**src/rtl/result_led_driver.sv**
```systemverilog
// Output stage of the 7-bit add/sub lab design: debounces the {carry,sum}
// result, flashes the LEDs blank on each new value and blinks LED7 on carry.
module result_led_driver #(
    parameter int SETTLE_CYCLES = 4,
    parameter int FLASH_CYCLES  = 5_000_000,
    parameter int BLINK_HALF    = 12_500_000
) (
    input  logic       clk,
    input  logic       rst_n,
    input  logic [6:0] sum,
    input  logic       carry,
    output logic [7:0] led,
    output logic       new_result
);

    localparam int SW = (SETTLE_CYCLES > 1) ? $clog2(SETTLE_CYCLES) : 1;
    localparam int FW = (FLASH_CYCLES > 1) ? $clog2(FLASH_CYCLES) : 1;
    localparam int BW = (BLINK_HALF > 1) ? $clog2(BLINK_HALF) : 1;

    localparam logic [SW-1:0] SMAX = SW'(SETTLE_CYCLES - 1);
    localparam logic [FW-1:0] FMAX = FW'(FLASH_CYCLES - 1);
    localparam logic [BW-1:0] BMAX = BW'(BLINK_HALF - 1);

    typedef enum logic {
        SHOW,
        FLASH
    } state_t;

    state_t        state_q, state_d;
    logic [7:0]    cand_q, cand_d;
    logic [7:0]    shown_q, shown_d;
    logic [SW-1:0] scnt_q, scnt_d;
    logic [FW-1:0] flash_q, flash_d;
    logic [BW-1:0] blink_q, blink_d;
    logic          phase_q, phase_d;
    logic          pulse_q, pulse_d;

    logic [7:0]    raw;
    logic          accept;

    assign raw = {carry, sum};

    // Candidate must match for SETTLE_CYCLES consecutive edges to be accepted
    always_comb begin
        cand_d = cand_q;
        scnt_d = scnt_q;
        if (raw != cand_q) begin
            cand_d = raw;
            scnt_d = '0;
        end else if (scnt_q != SMAX) begin
            scnt_d = scnt_q + SW'(1);
        end
    end

    assign accept = (raw == cand_q) && (scnt_q == SMAX) && (cand_q != shown_q);

    always_comb begin
        state_d = state_q;
        shown_d = shown_q;
        flash_d = flash_q;
        blink_d = blink_q;
        phase_d = phase_q;
        pulse_d = 1'b0;
        unique case (state_q)
            SHOW: begin
                if (blink_q == BMAX) begin
                    blink_d = '0;
                    phase_d = ~phase_q;
                end else begin
                    blink_d = blink_q + BW'(1);
                end
            end
            FLASH: begin
                if (flash_q == FMAX) begin
                    state_d = SHOW;
                    blink_d = '0;
                    phase_d = 1'b1;
                end else begin
                    flash_d = flash_q + FW'(1);
                end
            end
            default: state_d = SHOW;
        endcase
        // A new accept overrides flash expiry and restarts the blank period
        if (accept) begin
            shown_d = cand_q;
            pulse_d = 1'b1;
            state_d = FLASH;
            flash_d = '0;
        end
    end

    always_ff @(posedge clk or negedge rst_n) begin
        if (!rst_n) begin
            state_q <= SHOW;
            cand_q  <= '0;
            shown_q <= '0;
            scnt_q  <= '0;
            flash_q <= '0;
            blink_q <= '0;
            phase_q <= 1'b1;
            pulse_q <= 1'b0;
        end else begin
            state_q <= state_d;
            cand_q  <= cand_d;
            shown_q <= shown_d;
            scnt_q  <= scnt_d;
            flash_q <= flash_d;
            blink_q <= blink_d;
            phase_q <= phase_d;
            pulse_q <= pulse_d;
        end
    end

    assign led = (state_q == FLASH) ? 8'h00
                                    : {shown_q[7] & phase_q, shown_q[6:0]};
    assign new_result = pulse_q;

endmodule

```
**config.mk**
```make
export PLATFORM = sky130hd
export DESIGN_NAME = result_led_driver
export DESIGN_NICKNAME = d
export VERILOG_FILES = /design/src/rtl/result_led_driver.sv
export SDC_FILE = /design/constraint.sdc
export NUM_CORES = 1
export LEC_CHECK = 0
export BUFFER_PORTS_ARGS = -buffer_cell sky130_fd_sc_hd__buf_4
export CAP_MARGIN = 20
export CORE_ASPECT_RATIO = 1.75
export CORE_UTILIZATION = 35
export CTS_CLUSTER_SIZE = 12
export DETAILED_ROUTE_END_ITERATION = 10
export GPL_TIMING_DRIVEN = 0
export MAX_ROUTING_LAYER = met4
export PLACE_DENSITY = 0.48
export SYNTH_ARGS = -nofsm -noshare
export SYNTH_HDL_FRONTEND = slang
export SYNTH_SLANG_ARGS = --single-unit
export TNS_END_PERCENT = 5
```
**constraint.sdc**
```tcl
create_clock -name clk -period 2.09 [get_ports clk]
set_input_delay 0.627 -clock clk [delete_from_list [all_inputs] [get_ports clk]]
set_output_delay 0.627 -clock clk [all_outputs]
set_load 0.005 [all_outputs]
```
Word level (Yosys, flattened, before mapping)
Index checks and enable logic that the tools add are counted.

Bitwise logic cells: 3. Add/subtract/negate cells: 3. Reductions and logical operators: 6. Multiplexer cells: 16. Equality and inequality tests: 10.

Operators by type and width (number): $mux 23 (3); $mux 24 (2); $pmux 24 s2 (1); $add 24x1->24 const B (1); $eq 24x24->1 const B (1); $add 23x1->23 const B (1); $eq 23x23->1 const B (1); $ne 8x8->1 (2); $eq 8x8->1 (1); $mux 8 (1); $mux 1 (6); $ne 2x2->1 const B (3); $mux 2 (2); $reduce_and 2->1 (2); $reduce_bool 2->1 (2); $add 2x1->2 const B (1); $eq 2x2->1 const B (1); $logic_and 1x1->1 (2); $ne 2x1->1 const B (1); $not 1->1 (2); $pmux 1 s2 (1); $and 1x1->1 (1).

Output and inout bits: 9. Register bits after elaboration: 68. Input port bits: 10.

Longest topological paths before layout
Word-level depth: 5. Gate-level depth with buffers: 7.

Worst setup path before layout
Ideal clock, no wire load.

Path kind: in2reg. From: input port sum[1]. To: register shown_q[3]. Cell stages on the path: 6. Arrival: 1959 ps. Buffers on the path: 1. Path slack: 7 ps. Data required time: 1965 ps. Path through: xor2_1 > nor4_1 > nand2_1 > nor2_1 > buf_4 > mux2_2.

Cells in the longest elaborated chain, start to end: 3.

Ends and longest elaborated chain: from (decl) (RTL line 10) `input logic [6:0] sum,`; $eq 8x8->1 (RTL line 55) `assign accept = (raw == cand_q) && (scnt_q == SMAX) && (cand_q != shown_q);`; $logic_and 1x1->1 (2 in a row) (RTL line 55); to (signal assigned) (RTL line 106) `shown_q <= shown_d;`; to (decl) (RTL line 31) `logic [7:0] shown_q, shown_d;`.

No other way between the ends. A chain may end at the register's enable or synchronous reset.

Worst setup path after layout
From: register blink_q[9]. To: register blink_q[16].

Cells in the longest elaborated chain, start to end: 3. Elaborated cells between the ends (all ways): 4. Those cells by class: add/sub: 1; eq/ne: 1; mux: 2.

Ends and longest elaborated chain: from (decl) (RTL line 34) `logic [BW-1:0] blink_q, blink_d;`; from (signal assigned) (RTL line 109) `blink_q <= blink_d;`; $add 24x1->24 or $eq 24x24->1 (tied branches) (RTL line 70, 66); $mux 24 (*) (RTL line 66) `if (blink_q == BMAX) begin`; $pmux 24 s2 (*) (RTL line 64) `unique case (state_q)`.

Mark *: on every way between the ends. The rest lies on a longest branch, timed or not.

==> impl_results.md <==
- Critical path peak fanout: 7
- Post-synth EDFFs: 0
- Yosys warning total: 0
- Drt total wl: 9090 µm
- Final core occ: 45.0%
- Die area: 10,700 µm²
- Grt ovf: 0
- Sequential share of the synthesized area: 47.5%
- Final min period: 2080 ps
- Clk_lat worst skew: 330 ps
- Max_cap viols: 0
- Peak supply drop: 0.447 mV
- Syn Nets: 378
- Worst clock skew: 9.80 ps
- Mapped cell area: 3590 µm²
- Slew HR: 39.5%
- DIE HEIGHT: 136 µm
- RSZ-0062 raised after global routing: yes
- CTS tree: done
- Placed cell count: 508
- Multi-input logic area: 1900 µm²
- CTS Buf Count: 9
- Residual DRC: 0
- Vias: 2,917
- Clock-pin slew on the worst setup and hold paths: 50 ps
- #FFs+latches synth: 68
- HPWL after detailed placement: 6150 µm
- Status: complete, no violations
- DRT iter0 DRCs: 140
- Capturing element type of the critical path: flip-flop
- IO Count: 19
- Antenna violations before repair: 0
- Cell accounting for the most synthesized area: dfrtp_1
- Mean area per synthesized cell: 9.83 µm²
- Gp weighted congestion: 0.811
- N_diodes: 0
- Fill cell count: 961
- CTS H-tree lvls: 3
- Initial Utilization: 36.2%
- Worst Path Required: 2280 ps
- Primary FF master, synth: dfrtp_1
- Area delta synth->final: 24.3%
- Share of cells above drive strength 1: 25.4%
- Vias in the first global route: 2,940
- Pre-antenna DRT Iters: 4
- Layout Nets: 418
- Period utilization: 99.7%
- Final Setup Violations: 0
- Worst slew pin tran: 907 ps
- Final Max Slew Viols: 0
- Final Hold Vio Count: 0
- Synth Instances: 365
- FP Rows: 48
- Die Wd: 78.5 µm
- Clk root buf: clkbuf_16
- Crit Path Category: reg -> reg
- Largest cells by area after synthesis: dfrtp_1 47%, xor2_1 4.9%, a21oi_1 3.2%
- Top post-synthesis cells by count: 67 x dfrtp_1, 29 x nand2_1, 26 x nor2_1
- Worst setup SP type: flip-flop
- Seq. cell area: 1720 µm²
- Class of the worst hold path: in -> async
- Power per cell area: 750 nW/µm²
- I/O Buffers: 18
- Max Fclk: 0.480 GHz
- Clock Tree Buf Depth: 2
- Clock sink total: 68
- Core area: 9910 µm²
- Wirelength per Cell: 17.0 µm
- Routed Antenna Nets: 0
- First-pass GRT wire length: 14,900 µm
- Netlist cell types: 51
- Final cell count without fillers: 535
- Synth top area share: 46.7%
- Share of synthesized registers carrying an async set or reset: 100%
- LEAKAGE: 0.00182 µW
- Post-cts hold buffer count: 0
- Most frequent cell after synthesis: dfrtp_1
- Gr usage total: 19.1%
- Pin count of the biggest net entering global routing: 69
- Crit path DAT: 2280 ps
- Vias per std cell: 5.45
## worst paths after layout
check / start / to / slack, ps / cells past startpoint
worst max register to register: blink_q[9] / blink_q[16] / 6 / 7
min in group clk: sum[3] / cand_q[3] / 490 / 2
worst min register to register: blink_q[20] / blink_q[20] / 510 / 1
worst max-delay path: blink_q[9] / blink_q[16] / 6 / 7
worst min-delay path: rst_n / blink_q[0] / 410 / 1
max in group asynchronous: rst_n / state_q / 990 / 1
## cell families (layout without fill, tap and decap cells)
logic type	after synthesis	count (layout)	synth area share (%)
multiplexers	11	11	3.35
XOR/XNOR	33	33	8.05
buffers and inverters	28	72	3.70
flip-flops	68	68	47.5
AO/OA/AOI/OAI	70	71	12.2
AND/OR/NAND/NOR	152	152	24.2
adder cells (fa/ha/maj)	3	3	1.05
## layer usage
layer / routed length, µm / vias up / track usage, %
li1: - / 1416 / -
met3: 217 / 12 / 3.56
met2: 4950 / 55 / 32.9
met1: 3740 / 1434 / 20.7
met5: 0 / - / -
met4: 181 / 0 / 9.16
## placed cells by master, fill, tap and decap left out, drive strengths merged, types with 4 or more instances in the layout
master / instances
a31oi: 15
inv: 6
nor2: 26
nand2b: 4
clkbuf: 21
mux2: 8
nor4: 9
nand2: 29
xnor2: 13
nor3: 8
a21oi: 26
or4: 6
or3: 6
buf: 39
o31ai: 5
and3: 4
xor2: 20
o21ai: 12
nand3: 23
nor2b: 7
nand4: 19
dfrtp: 67
## report_power, final
part	internal, µW	leakage [µW]	switching [µW]
registers	1400	0.000900	122
logic	92.6	0.000758	111
clock network	1070	0.000159	552
total	2560	0.00182	784
## cell type report
type / instances / share of cell area (%)
inverter: 7 / 0.673
timing repair buffer: 29 / 4.97
clock inverter: 5 / 1.68
tap: 125 / 3.51
clock buffer: 11 / 5.44
buffer: 20 / 2.72
sequential: 68 / 38.5
multi-input combinational: 270 / 42.5
## timing repair
action                                  in CTS  in global routing
setup buffers                                3                  7
endpoints found under the setup margin      58                 55
pin swaps                                    4                  7
gates cloned                                 0                  2
gates resized for setup                     15                 30
## state kept, by name (all words and copies together), names as in the netlist
| register | cells |
|---|---|
| blink_q | 24 |
| new_result | 1 |
| cand_q | 8 |
| flash_q | 23 |
| state_q | 1 |
| scnt_q | 2 |
| shown_q | 8 |
| phase_q | 1 |
## worst max-delay path: stages (launching register included)
cell and delay, ps:
dfrtp_2 450, or4_4 520, nor4_4 280, buf_4 180, a21oi_4 90, buf_6 180, a41oi_2 170, a31oi_1 70
## through the flow
| stage | hold slack [ps] | setup WS [ps] | area [µm²] | setup TNS [ps] | power (µW) |
|---|---|---|---|---|---|
| after floorplan | 331 | 6.67 | 3590 | 0 | 1630 |
| after global placement | 502 | -492 | 3880 | -15150 | 1720 |
| after detailed placement | 500 | -533 | 3880 | -16590 | 1730 |
| after CTS | 467 | -28.8 | 4280 | -28.8 | 3390 |
| after global routing | 490 | -56.5 | 4460 | -502 | 3490 |
| final | 410 | 5.80 | 4460 | 0 | 3350 |
Power figures use the tool's default switching activity.
